`config.mk`:
```
export PLATFORM = sky130hd
export DESIGN_NAME = aes_shift_rows_pipe
export DESIGN_NICKNAME = d
export VERILOG_FILES = /design/src/rtl/aes_pkg.sv /design/src/rtl/aes_shift_rows_core.sv /design/src/rtl/aes_shift_rows_pipe.sv
export SDC_FILE = /design/constraint.sdc
export NUM_CORES = 1
export LEC_CHECK = 0
export BUFFER_PORTS_ARGS = -buffer_cell sky130_fd_sc_hd__buf_4
export CAP_MARGIN = 20
export CORE_AREA = 3 3 164 166
export CTS_CLUSTER_DIAMETER = 60
export DETAILED_ROUTE_END_ITERATION = 12
export DIE_AREA = 0 0 167 169
export PLACE_DENSITY = 0.78
export SKIP_CTS_REPAIR_TIMING = 1
export SYNTH_ARGS = -nofsm -noshare
export SYNTH_HDL_FRONTEND = slang
export SYNTH_SLANG_ARGS = --single-unit
```
`constraint.sdc`:
```
create_clock -name clk -period 10.75 [get_ports clk]
set_clock_uncertainty 0.2 [all_clocks]
set_input_delay 2.15 -clock clk [delete_from_list [all_inputs] [get_ports clk]]
set_output_delay 2.15 -clock clk [all_outputs]
set_load 0.01 [all_outputs]
```
`src/rtl/aes_pkg.sv`:
```
// Shared types and byte-addressing helpers for the AES round datapath.
// A state is 16 bytes in column-major order; byte 0 sits in the top bits.
package aes_pkg;

  localparam int AES_STATE_W = 128;

  typedef logic [AES_STATE_W-1:0] aes_state_t;

  typedef enum logic {
    SR_FWD = 1'b0,
    SR_INV = 1'b1
  } sr_mode_t;

  function automatic int row_col_to_byte(input int row, input int col);
    return col * 4 + row;
  endfunction

  // Column that feeds (row, col) after the shift; row 0 always maps to itself.
  function automatic int sr_src_col(input int row, input int col, input logic inv);
    return inv ? (col - row + 4) % 4 : (col + row) % 4;
  endfunction

endpackage

```
`src/rtl/aes_shift_rows_core.sv`:
```
// Combinational ShiftRows / InvShiftRows for a single 128-bit AES state.
// The shift is pure wiring; mode only selects which rotation is applied.
module aes_shift_rows_core
  import aes_pkg::*;
(
  input  logic [AES_STATE_W-1:0] state_in,
  input  logic                   mode,
  output logic [AES_STATE_W-1:0] state_out
);

  always_comb begin
    state_out = '0;
    for (int row = 0; row < 4; row++) begin
      for (int col = 0; col < 4; col++) begin
        state_out[AES_STATE_W-1-8*row_col_to_byte(row, col) -: 8] =
          state_in[AES_STATE_W-1-8*row_col_to_byte(row, sr_src_col(row, col, mode == SR_INV)) -: 8];
      end
    end
  end

endmodule

```
`src/rtl/aes_shift_rows_pipe.sv`:
```
// Registered ShiftRows stage: transforms LANES states on write and buffers the
// results, tag and mode in a DEPTH-entry FIFO so neighbouring stages can stall.
//
// Handshake: a transfer happens on a rising edge where valid && ready are both 1.
// in_ready depends only on occupancy (never on out_ready); the producer holds its
// inputs until accepted and the head outputs stay stable until popped.
module aes_shift_rows_pipe
  import aes_pkg::*;
#(
  parameter int LANES = 1,
  parameter int DEPTH = 2,
  parameter int TAG_W = 4
) (
  input  logic                           clk,
  input  logic                           rst,
  input  logic                           in_valid,
  output logic                           in_ready,
  input  logic                           in_mode,
  input  logic [LANES*AES_STATE_W-1:0]   in_data,
  input  logic [TAG_W-1:0]               in_tag,
  output logic                           out_valid,
  input  logic                           out_ready,
  output logic [LANES*AES_STATE_W-1:0]   out_data,
  output logic [TAG_W-1:0]               out_tag,
  output logic                           out_mode,
  output logic [$clog2(DEPTH):0]         occupancy,
  output logic [15:0]                    xfer_count
);

  localparam int DW    = LANES * AES_STATE_W;
  localparam int PTR_W = $clog2(DEPTH);
  localparam int OCC_W = PTR_W + 1;
  localparam logic [OCC_W-1:0] OCC_FULL = OCC_W'(DEPTH);

  logic [DW-1:0]    r_mem_data [DEPTH];
  logic [TAG_W-1:0] r_mem_tag  [DEPTH];
  logic             r_mem_mode [DEPTH];
  logic [PTR_W-1:0] r_wr_ptr;
  logic [PTR_W-1:0] r_rd_ptr;
  logic [OCC_W-1:0] r_occ;
  logic [15:0]      r_xfer;

  logic [DW-1:0]    w_xf;
  logic             w_push;
  logic             w_pop;

  for (genvar k = 0; k < LANES; k++) begin : g_lane
    aes_shift_rows_core u_core (
      .state_in  (in_data[k*AES_STATE_W +: AES_STATE_W]),
      .mode      (in_mode),
      .state_out (w_xf[k*AES_STATE_W +: AES_STATE_W])
    );
  end

  assign in_ready  = (r_occ < OCC_FULL);
  assign out_valid = (r_occ != '0);
  assign w_push    = in_valid && in_ready;
  assign w_pop     = out_valid && out_ready;

  // Storage needs no reset: occupancy alone decides what is visible.
  always_ff @(posedge clk) begin
    if (w_push) begin
      r_mem_data[r_wr_ptr] <= w_xf;
      r_mem_tag[r_wr_ptr]  <= in_tag;
      r_mem_mode[r_wr_ptr] <= in_mode;
    end
  end

  always_ff @(posedge clk or posedge rst) begin
    if (rst) begin
      r_wr_ptr <= '0;
      r_rd_ptr <= '0;
      r_occ    <= '0;
      r_xfer   <= '0;
    end else begin
      if (w_push) begin
        r_wr_ptr <= r_wr_ptr + PTR_W'(1);
        r_xfer   <= r_xfer + 16'd1;
      end
      if (w_pop) begin
        r_rd_ptr <= r_rd_ptr + PTR_W'(1);
      end
      case ({w_push, w_pop})
        2'b10:   r_occ <= r_occ + OCC_W'(1);
        2'b01:   r_occ <= r_occ - OCC_W'(1);
        default: r_occ <= r_occ;
      endcase
    end
  end

  assign out_data   = out_valid ? r_mem_data[r_rd_ptr] : '0;
  assign out_tag    = out_valid ? r_mem_tag[r_rd_ptr]  : '0;
  assign out_mode   = out_valid ? r_mem_mode[r_rd_ptr] : 1'b0;
  assign occupancy  = r_occ;
  assign xfer_count = r_xfer;

endmodule

```
==> flow_results.xml <==
<?xml version="1.0" encoding="UTF-8"?>
<metrics>
  <group name="yosys">
    <metric name="ys_types" unit="">26</metric>
    <metric name="post_synth_fa_ha_maj_area_fraction" unit="">0.002145</metric>
    <metric name="yosys_warnings" unit="">0</metric>
    <metric name="syn_area" unit="um2">11660</metric>
    <metric name="postSynth.asyncResetShare" unit="">0.06993</metric>
    <metric name="register_area_share_after_synthesis" unit="">0.7277</metric>
    <metric name="synth.ff_latch_count" unit="">286</metric>
    <metric name="ys.flop_type" unit="">edfxtp_1</metric>
    <metric name="synthCells" unit="">715</metric>
    <metric name="area_share_of_the_leading_cell_type_in_the_synthesized_netlist" unit="">0.6848</metric>
    <metric name="synth.net_count" unit="">854</metric>
    <metric name="ys_top_cells_by_area" unit="">edfxtp_1 68%, mux2i_1 11%, mux2_2 6.2%</metric>
    <metric name="synth_largest_area_cell" unit="">edfxtp_1</metric>
    <metric name="postSynthAreaPerCell" unit="um2">16.31</metric>
    <metric name="synth_compound_gate_area_share" unit="">0</metric>
    <metric name="xor_xnor_portion_of_the_synthesized_cell_area" unit="">0.01502</metric>
    <metric name="count_of_flip_flops_with_a_built_in_enable_after_synthesis" unit="">266</metric>
    <metric name="synth.mux.area_fraction" unit="">0.1759</metric>
    <metric name="synth_top_family_by_area" unit="">multiplexers</metric>
    <metric name="synthSimpleGateAreaFrac" unit="">0.06007</metric>
  </group>
  <group name="global_route">
    <metric name="grt_antenna_before_repair" unit="">0</metric>
    <metric name="grt_usage" unit="">0.1652</metric>
    <metric name="grt_pass1_wl" unit="um">37350</metric>
    <metric name="overflow" unit="">0</metric>
    <metric name="number_of_global_route_vias_before_repair" unit="">7026</metric>
    <metric name="largest_net_degree_at_the_start_of_global_routing" unit="">82</metric>
  </group>
  <group name="flow_run">
    <metric name="number_of_maximum_capacitance_violations" unit="">0</metric>
  </group>
  <group name="clock_network">
    <metric name="clk_path_buf_depth" unit="">3</metric>
    <metric name="clock-sinks" unit="">286</metric>
    <metric name="htreeDepth" unit="">1</metric>
    <metric name="cts.clk_slew.worst_paths" unit="ns">0.06</metric>
    <metric name="cts_root_buf" unit="">clkbuf_16</metric>
    <metric name="cts_tree" unit="">built</metric>
    <metric name="tritoncts.num_buffers" unit="">31</metric>
    <metric name="worstSkewPairLatency" unit="ns">0.55</metric>
  </group>
  <group name="power">
    <metric name="power_density" unit="nW/um2">266.0</metric>
    <metric name="power.share.switching" unit="">0.3149</metric>
    <metric name="share_comb_of_total_power" unit="">0.353</metric>
    <metric name="leakagePower" unit="nW">6.160</metric>
    <metric name="switching_component_of_the_power" unit="mW">1.269</metric>
    <metric name="clock_power_share" unit="">0.264</metric>
    <metric name="seq_power_share" unit="">0.383</metric>
    <metric name="ir_drop_worst_vdd" unit="mV">0.1584</metric>
    <metric name="intPower" unit="mW">2.761</metric>
  </group>
  <group name="detailed_routing">
    <metric name="antenna_violating_nets_post_route" unit="">0</metric>
    <metric name="drt_pre_antenna_iters" unit="">4</metric>
    <metric name="viasPerCell" unit="">4.917</metric>
    <metric name="drt-total-wl" unit="um">24150</metric>
    <metric name="vias" unit="">6707</metric>
    <metric name="remaining_drc_errors" unit="">0</metric>
    <metric name="detail_route.wl_per_cell" unit="um">17.71</metric>
    <metric name="first_iter_violations" unit="">405</metric>
  </group>
  <group name="die">
    <metric name="io-pin-count" unit="">290</metric>
    <metric name="die_area" unit="um2">28220</metric>
    <metric name="floorplan.initialDensity" unit="">0.4528</metric>
    <metric name="rows" unit="">59</metric>
    <metric name="die-height" unit="um">169</metric>
    <metric name="die_w" unit="um">167</metric>
    <metric name="core-area" unit="um2">25760</metric>
  </group>
  <group name="layout">
    <metric name="flow.area_growth_from_synthesis" unit="%">29.90</metric>
    <metric name="multi_input_combinational_cell_area" unit="um2">2968</metric>
    <metric name="total_inserted_antenna_cells" unit="">0</metric>
    <metric name="register_area" unit="um2">8492</metric>
    <metric name="final_cells" unit="">1364</metric>
    <metric name="nFillCells" unit="">2012</metric>
    <metric name="fin_nets" unit="">1145</metric>
    <metric name="mostFrequentLayoutCell" unit="">buf_4</metric>
    <metric name="final_cell_area" unit="um2">15150</metric>
    <metric name="drive_gt1_frac" unit="">0.4023</metric>
    <metric name="mostFrequentLayoutCells" unit="">296 x buf_4, 266 x edfxtp_1, 138 x nor2_1</metric>
  </group>
  <group name="sta">
    <metric name="setup_violations" unit="">0</metric>
    <metric name="max_slew_headroom" unit="">0.3001</metric>
    <metric name="grt_setup_unrepaired" unit="">false</metric>
    <metric name="worst_pin_slew" unit="ns">1.050</metric>
    <metric name="finalCritPeriodShare" unit="">0.4858</metric>
    <metric name="slew_viol_final" unit="">0</metric>
    <metric name="hold_viol_final" unit="">0</metric>
    <metric name="final_period_minus_worst_setup_slack" unit="ns">5.222</metric>
    <metric name="minimum_setup_slack_in_the_final_design" unit="ns">5.528</metric>
    <metric name="achievable-frequency" unit="MHz">191.5</metric>
    <metric name="finalSetupTns" unit="ns">0</metric>
  </group>
  <group name="critical_path">
    <metric name="crit_type" unit="">reg -&gt; out</metric>
    <metric name="reg2reg_setup_slack" unit="ns">7.41</metric>
    <metric name="startpoint_type" unit="">register</metric>
    <metric name="worstPathRequired" unit="ns">8.40</metric>
    <metric name="timing.critical_path.arrival" unit="ns">2.87</metric>
    <metric name="critPathCaptureType" unit="">primary output</metric>
    <metric name="cp_max_fo" unit="">61</metric>
    <metric name="r2r.worst_path.cells" unit="">5</metric>
  </group>
  <group name="place">
    <metric name="placement.cell_area" unit="um2">14120</metric>
    <metric name="place.detailed.instances" unit="">1308</metric>
    <metric name="place.port_buffers" unit="">289</metric>
    <metric name="pre_cts_ws" unit="ns">5.621</metric>
    <metric name="routabilityCongestion" unit="">0.7249</metric>
    <metric name="detailed_place_hpwl" unit="um">15860</metric>
  </group>
  <group name="min_path">
    <metric name="worst_hold_path.num_cells" unit="">1</metric>
    <metric name="hold_path.class" unit="">reg -&gt; reg</metric>
  </group>
  <group name="status">
    <metric name="outcome" unit="">complete, no violations</metric>
  </group>
</metrics>
-- critical path, cell delays in order (launching register included) --
cell and delay (ns):
dfrtp_4 0.74, buf_4 0.89, mux2i_1 0.35, nor2_1 0.09, buf_4 0.18
-- per-layer routing --
metal / global-route usage / up-vias / routed length [um]
met5: 0 / - / 0
met4: 0.06205 / 0 / 845
met3: 0.04858 / 54 / 1879
met2: 0.2847 / 226 / 12260
met1: 0.1979 / 3210 / 9167
li1: - / 3217 / -
-- cells by family after synthesis --
| logic type | count (synthesis) |
|---|---|
| AND/OR/NAND/NOR | 168 |
| flip-flops | 286 |
| adder cells (fa/ha/maj) | 2 |
| XOR/XNOR | 20 |
| multiplexers | 197 |
| buffers and inverters | 42 |
-- worst paths after layout --
kind	from	endpoint
setup / recovery	r_rd_ptr	out_data[2]
hold / removal	xfer_count[15]	xfer_count[15]
setup reg to reg	occupancy[1]	r_mem_data[0][112]
hold reg to reg	xfer_count[15]	xfer_count[15]
max in group asynchronous	rst	r_rd_ptr
min in group asynchronous	rst	occupancy[1]
-- registers in the layout, summed over array words and instances, names as in the netlist --
name	count
r_mem_mode	2
xfer_count	16
r_wr_ptr	1
r_mem_data	256
r_mem_tag	8
r_rd_ptr	1
occupancy	2
-- power by group through the flow --
stage / registers [mW] / clock network (mW) / logic (mW)
3_5_place_dp: 1.57 / 0 / 1.44
3_3_place_gp: 1.56 / 0 / 1.43
2_1_floorplan: 1.56 / 0 / 0.813
5_1_grt: 1.56 / 1.14 / 1.55
4_1_cts: 1.55 / 1.09 / 1.45
6_report: 1.54 / 1.06 / 1.42
-- final cells by class --
cell class                 count  share of cell area
inverter                       4           0.0009908
tap                          335             0.02766
clock buffer                  38             0.05293
multi-input combinational    387              0.1959
clock inverter                18             0.01552
sequential                   286              0.5604
timing repair buffer         296              0.1466
-- per-stage QoR --
| step | power [mW] | utilization | hold slack (ns) |
|---|---|---|---|
| after floorplan | 2.374 | - | 0.2555 |
| after global placement | 2.993 | 0.5479 | 0.2680 |
| after detailed placement | 3.012 | 0.5479 | 0.2797 |
| after CTS | 4.085 | 0.5882 | 0.2878 |
| after global routing | 4.253 | 0.5882 | 0.3114 |
| final | 4.030 | 0.5882 | 0.2798 |
-- synthesized netlist by cell type (2+ instances only) --
master	instances
ha_1	2
inv_1	3
and2_1	2
nand2_1	10
buf_2	23
and3_1	2
mux2_2	64
dfrtp_1	20
clkbuf_1	6
xnor2_1	12
nor3_1	2
nand4_1	3
nor2_1	139
mux2i_1	133
edfxtp_1	266
xor2_1	8
buf_4	8
nand3_1	4
Note: power is estimated with default switching activity, not from simulation.
